### config.mk
export PLATFORM = sky130hd
export DESIGN_NAME = qfrag_feeder
export DESIGN_NICKNAME = d
export VERILOG_FILES = /design/src/rtl/qfrag_feeder_pkg.sv /design/src/rtl/qfrag_prescaler.sv /design/src/rtl/qfrag_feeder.sv
export SDC_FILE = /design/constraint.sdc
export NUM_CORES = 1
export LEC_CHECK = 0
export BUFFER_PORTS_ARGS = -buffer_cell sky130_fd_sc_hd__buf_4
export CORE_AREA = 2 2 52 54
export CTS_CLUSTER_SIZE = 10
export DETAILED_ROUTE_END_ITERATION = 12
export DIE_AREA = 0 0 54 56
export PLACE_DENSITY_LB_ADDON = 0.3
export SYNTH_ARGS = -nofsm -noshare
export SYNTH_HDL_FRONTEND = slang
export SYNTH_SLANG_ARGS = --single-unit
### constraint.sdc
create_clock -name QCK -period 5.25 [get_ports QCK]
set_input_delay 0.7875 -clock QCK [delete_from_list [all_inputs] [get_ports QCK]]
set_output_delay 0.7875 -clock QCK [all_outputs]
set_load 0.01 [all_outputs]
### src/rtl/qfrag_feeder_pkg.sv
// Shared types and constants for the Q_FRAG serial feeder.
// Holds the controller state encoding and the legal parameter ranges.
package qfrag_feeder_pkg;

    typedef enum logic [1:0] {
        IDLE   = 2'd0,
        PRESET = 2'd1,
        SHIFT  = 2'd2,
        DONE   = 2'd3
    } state_t;

    localparam int WIDTH_MIN = 2;
    localparam int WIDTH_MAX = 32;
    localparam int DIV_MIN   = 1;
    localparam int DIV_MAX   = 16;

    // Counter width able to hold 0..n-1, never narrower than one bit.
    function automatic int cnt_w(input int n);
        return (n > 1) ? $clog2(n) : 1;
    endfunction

endpackage

### src/rtl/qfrag_prescaler.sv
// Bit-rate prescaler: counts 0..DIV-1 while enabled and flags the last count.
// tick is high whenever the count sits at DIV-1; the count then wraps to 0.
module qfrag_prescaler
    import qfrag_feeder_pkg::*;
#(
    parameter int DIV = 1
) (
    input  logic clk,
    input  logic rst,
    input  logic clear,
    input  logic enable,
    output logic tick
);

    localparam int            CW   = cnt_w(DIV);
    localparam logic [CW-1:0] LAST = CW'(DIV - 1);

    logic [CW-1:0] cnt;

    assign tick = (cnt == LAST);

    // Count cycles between shifted bits, wrapping after DIV-1.
    always_ff @(posedge clk or posedge rst) begin
        if (rst) begin
            cnt <= '0;
        end else if (clear) begin
            cnt <= '0;
        end else if (enable) begin
            cnt <= tick ? '0 : cnt + 1'b1;
        end
    end

endmodule

### src/rtl/qfrag_feeder.sv
// Serialiser that loads a word into a downstream Q_FRAG flip-flop: it presets
// the flop with in_init (q_st / q_rt pulse), then shifts WIDTH bits through
// QDI with one q_en pulse per bit every DIV cycles, then pulses done.
// Optional build macro QFRAG_FEEDER_ABORT_EN adds an abort input that cancels
// a word in PRESET or SHIFT and clears the downstream flop with a q_rt pulse.
module qfrag_feeder
    import qfrag_feeder_pkg::*;
#(
    parameter int WIDTH     = 8,
    parameter int DIV       = 1,
    parameter int LSB_FIRST = 1
) (
    input  logic             QCK,
    input  logic             QRT,
    input  logic             in_valid,
    output logic             in_ready,
    input  logic [WIDTH-1:0] in_data,
    input  logic             in_init,
`ifdef QFRAG_FEEDER_ABORT_EN
    input  logic             abort,
`endif
    output logic             q_en,
    output logic             q_ds,
    output logic             q_di,
    output logic             q_st,
    output logic             q_rt,
    output logic             busy,
    output logic             done
);

    localparam int            BW       = $clog2(WIDTH + 1);
    localparam logic [BW-1:0] WORD_END = BW'(WIDTH);

    if (WIDTH < WIDTH_MIN || WIDTH > WIDTH_MAX || DIV < DIV_MIN || DIV > DIV_MAX) begin : g_range
        $error("qfrag_feeder: WIDTH or DIV out of legal range");
    end

    state_t           state;
    logic [WIDTH-1:0] shift_reg;
    logic [BW-1:0]    bit_cnt;
    logic             tick;
    logic             abort_req;

`ifdef QFRAG_FEEDER_ABORT_EN
    assign abort_req = abort && ((state == PRESET) || (state == SHIFT));
`else
    assign abort_req = 1'b0;
`endif

    assign in_ready = (state == IDLE);
    assign busy     = (state != IDLE);

    // Prescaler restarts during PRESET so the first bit lands DIV cycles into SHIFT.
    qfrag_prescaler #(
        .DIV (DIV)
    ) u_prescaler (
        .clk    (QCK),
        .rst    (QRT),
        .clear  (state == PRESET),
        .enable (state == SHIFT),
        .tick   (tick)
    );

    // Controller FSM with registered Q_FRAG control outputs.
    always_ff @(posedge QCK or posedge QRT) begin
        if (QRT) begin
            state     <= IDLE;
            shift_reg <= '0;
            bit_cnt   <= '0;
            q_en      <= 1'b0;
            q_ds      <= 1'b0;
            q_di      <= 1'b0;
            q_st      <= 1'b0;
            q_rt      <= 1'b0;
            done      <= 1'b0;
        end else begin
            q_en <= 1'b0;
            q_st <= 1'b0;
            q_rt <= 1'b0;
            done <= 1'b0;
            if (abort_req) begin
                // Cancel wins over any bit due this cycle; clear the downstream flop.
                state <= IDLE;
                q_rt  <= 1'b1;
                q_ds  <= 1'b0;
            end else begin
                case (state)
                    IDLE: begin
                        if (in_valid) begin
                            shift_reg <= in_data;
                            bit_cnt   <= '0;
                            q_st      <= in_init;
                            q_rt      <= !in_init;
                            state     <= PRESET;
                        end
                    end
                    PRESET: begin
                        q_ds  <= 1'b1;
                        state <= SHIFT;
                    end
                    SHIFT: begin
                        if (bit_cnt == WORD_END) begin
                            // Last bit went out in the previous cycle.
                            q_ds  <= 1'b0;
                            done  <= 1'b1;
                            state <= DONE;
                        end else if (tick) begin
                            q_en    <= 1'b1;
                            bit_cnt <= bit_cnt + 1'b1;
                            if (LSB_FIRST != 0) begin
                                q_di      <= shift_reg[0];
                                shift_reg <= {1'b0, shift_reg[WIDTH-1:1]};
                            end else begin
                                q_di      <= shift_reg[WIDTH-1];
                                shift_reg <= {shift_reg[WIDTH-2:0], 1'b0};
                            end
                        end
                    end
                    DONE: begin
                        state <= IDLE;
                    end
                    default: begin
                        state <= IDLE;
                    end
                endcase
            end
        end
    end

endmodule
==> impl_metrics.csv <==
group,metric,value,unit
sta,grt_setup_unrepaired,"false",
floorplan,die_width,54,um
clock_tree,post_cts_setup_repair_bufs,0,
floorplan,floorplan.die_area,0.00302,sq mm
placement,dp_hpwl,1350,um
drt,route.final.wire_length,1790,um
layout,diode_insertion_count_for_antenna_repair,0,
synthesis,cells_taking_the_most_area_after_synthesis,"sky130_fd_sc_hd__dfrtp_1 (47%), sky130_fd_sc_hd__mux2_2 (8.5%), sky130_fd_sc_hd__mux2_4 (8.5%), sky130_fd_sc_hd__ha_1 (7.1%), sky130_fd_sc_hd__inv_1 (4.2%)",
power,seqPwrFrac,0.372,
drt,detailedRoute.firstIterationViolations,2,
drt,wire_per_inst,13.3,um
floorplan,std_cell_rows,18,
layout,nNetsFinal,125,
synthesis,seq_cells_post_synth,20,
sta,worst_hold_slack,0.505,ns
power,clock_power_share,0.102,
sta,tns,0,ns
sta,slew_headroom,0.495,
power,comb_power_share,0.525,
worst_setup_path,critical-path-max-stage-delay,0.62,ns
worst_setup_path,timing.critical_path.slowest_stage_cell,"sky130_fd_sc_hd__ha_1",
drt,ant_nets,0,
sta,clock.fmax,0.436,GHz
worst_setup_path,worst_setup_path_end_kind,"flip-flop",
worst_setup_path,critPathArrivalTime,2.48,ns
floorplan,pin_count,20,
sta,final.min_clock_period,2.29,ns
global_routing,grt-ovfl-total,0,
flow_run,timing.max_cap.violations,0,
layout,layout_overhead_on_the_synthesized_area,16.6,%
placement,place_congestion,0.733,
layout,drive_gt1_frac,0.371,
sta,drv_slew,0,
clock_tree,clkSlewWorstSetupHoldPaths,0.11,ns
clock_tree,cts_tree,"done",
synthesis,ys_warn_count,0,
clock_tree,cts-resized-gates,0,
worst_setup_path,max_fanout_on_critical_path,20,
sta,timing.final.crit_share,0.437,
hold_path,whs_path_cells,1,
clock_tree,clock_latency,0.29,ns
synthesis,syn_inst,87,
hold_path,hp-class,"reg2reg",
clock_tree,cts_num_sinks,20,
synthesis,syn_nets,105,
clock_tree,cts-root-buf,"sky130_fd_sc_hd__clkbuf_4",
synthesis,synth_top_cell_by_area,"sky130_fd_sc_hd__dfrtp_1",
power,power-per-cell-area,550,mW/mm^2
worst_setup_path,regToRegStartpoint,"state[0]",
global_routing,antenna_violations_before_repair,0,
global_routing,pin_count_of_the_biggest_net_entering_global_routing,21,
worst_setup_path,setup.worst_path.start_class,"flip-flop",
global_routing,first_global_vias,700,
worst_setup_path,cp_top_family,"simple AND/OR/NAND/NOR gates",
synthesis,synth_sequential_area_ratio,0.472,
power,max_rail_drop_vdd,240,uV
sta,max_slew.worst_pin.slew,0.757,ns
floorplan,coreArea,0.00243,sq mm
drt,drc,0,
drt,via_count,710,
power,p_int,441,uW
hold_path,whs_endpoint,"q_di",
sta,hold_violations,0,
worst_setup_path,crit_required,5.44,ns
global_routing,grt_pass1_wl,3110,um
drt,detail_route.vias_per_cell,5.26,
power,power.share.switching,0.352,
global_routing,globalRouteTotalUtil,0.140,
layout,largest_register_ffs,8,
floorplan,dieHeight,56,um
clock_tree,ctsLongestPathBuffers,2,
synthesis,number_of_distinct_library_cells_after_synthesis,30,
worst_setup_path,worst-r2r-cell-count,5,
worst_setup_path,regToRegEndpoint,"shift_reg[3]",
floorplan,start_util,0.436,
synthesis,post-synth-top-area-fraction,0.472,
clock_tree,h_tree_depth,1,
sta,clock_skew,0.00624,ns
worst_setup_path,criticalPathCategory,"reg2reg",
power,switchingPower,239,uW
status,outcome,"completed",
power,power.leakage,0.000597,uW
clock_tree,cts_buffers,3,
layout,fillCellCount,219,
synthesis,average_instance_area_after_synthesis,12.2,sq um
hold_path,hold_path.startpoint,"q_di",
power,total_power,680,uW
worst_setup_path,timing.reg2reg.setup_slack,2.96,ns
worst_setup_path,critical_path_buf_inv_count,1,
sta,setup-violations-final,0,
drt,first_pass_iters,4,
clock_tree,ctsHoldBuffers,0,
worst_setup_path,worstPathCellList,"inv_1 > ha_1 > nor2_1 > nor3_4 > mux2_2",
layout,area.sequential,500,sq um
placement,place.port_buffers,19,
synthesis,synth_area,0.00106,sq mm
layout,multi_input_comb_area,489,sq um
==> worst max path at each step <==
| stage | cells past startpoint | to | from | slack, ns |
|---|---|---|---|---|
| after floorplan | 7 | shift_reg[0] | state[0] | 3.52 |
| after global placement | 5 | shift_reg[3] | state[0] | 3.02 |
| after detailed placement | 5 | shift_reg[3] | state[0] | 2.93 |
| after CTS | 5 | shift_reg[3] | state[0] | 2.92 |
| after global routing | 5 | shift_reg[3] | state[0] | 2.72 |
| final | 5 | shift_reg[3] | state[0] | 2.96 |
==> stage by stage <==
stage / std cells / util / instance area (sq um) / worst slack [ns]
final: 135 / 0.509 / 1240 / 2.96
after global routing: 135 / 0.509 / 1240 / 2.72
after detailed placement: 132 / 0.499 / 1210 / 2.93
after global placement: 132 / 0.499 / 1210 / 3.02
after CTS: 135 / 0.509 / 1240 / 2.92
after floorplan: 87 / - / 1060 / 3.52
==> logic make-up (layout without fill, tap and decap cells) <==
logic type | Yosys count | after routing | share of synthesized area
fa+ha+maj | 6 | 6 | 0.0708
compound gates | 9 | 9 | 0.0590
flops | 20 | 20 | 0.472
mux | 17 | 17 | 0.200
simple gates | 19 | 19 | 0.131
buf+inv | 16 | 34 | 0.0672
==> power groups by stage <==
stage          combinational [uW]  sequential (uW)  clock (uW)
4_1_cts                       364              254        72.8
5_1_grt                       399              263        81.1
2_1_floorplan                 296              252           0
3_5_place_dp                  364              257           0
3_3_place_gp                  351              254           0
6_report                      357              253        69.6
==> cells in the final DEF (no fill, tap or decap), drive strengths merged, types with 3 or more instances in the layout <==
cell type,n
nor2b,4
mux2,16
ha,6
buf,19
dfrtp,20
clkbuf,3
inv,12
o21ai,3
==> routing by layer <==
layer / vias up / GRT usage / routed length (um)
met5: - / 0 / 0
met4: 0 / 0.0643 / 34
met3: 4 / 0.0349 / 75
met2: 11 / 0.220 / 851
met1: 359 / 0.177 / 829
li1: 336 / - / -
==> layout make-up <==
cell class / instances / share of cell area
Tap cell: 30 / 0.0303
Multi-Input combinational cell: 51 / 0.395
Timing Repair Buffer: 19 / 0.115
Clock buffer: 3 / 0.0182
Sequential cell: 20 / 0.404
Inverter: 12 / 0.0364
==> cells in the mapped netlist <==
cell / number
sky130_fd_sc_hd__a21oi_1: 1
sky130_fd_sc_hd__and2_1: 1
sky130_fd_sc_hd__and3_1: 2
sky130_fd_sc_hd__and4b_4: 1
sky130_fd_sc_hd__buf_2: 3
sky130_fd_sc_hd__buf_6: 1
sky130_fd_sc_hd__dfrtp_1: 20
sky130_fd_sc_hd__ha_1: 6
sky130_fd_sc_hd__inv_1: 12
sky130_fd_sc_hd__mux2_1: 2
sky130_fd_sc_hd__mux2_2: 8
sky130_fd_sc_hd__mux2_4: 6
sky130_fd_sc_hd__mux2i_1: 1
sky130_fd_sc_hd__nand2_1: 1
sky130_fd_sc_hd__nand2b_1: 2
sky130_fd_sc_hd__nand3_1: 1
sky130_fd_sc_hd__nand3b_1: 1
sky130_fd_sc_hd__nand4_1: 2
sky130_fd_sc_hd__nand4b_1: 1
sky130_fd_sc_hd__nor2_1: 2
sky130_fd_sc_hd__nor2b_1: 3
sky130_fd_sc_hd__nor2b_4: 1
sky130_fd_sc_hd__nor3_4: 1
sky130_fd_sc_hd__o2111ai_1: 1
sky130_fd_sc_hd__o21ai_0: 1
sky130_fd_sc_hd__o21ai_1: 2
sky130_fd_sc_hd__o221ai_1: 1
sky130_fd_sc_hd__o22ai_1: 1
sky130_fd_sc_hd__o311ai_1: 1
sky130_fd_sc_hd__o32a_1: 1
Power figures use the tool's default switching activity.
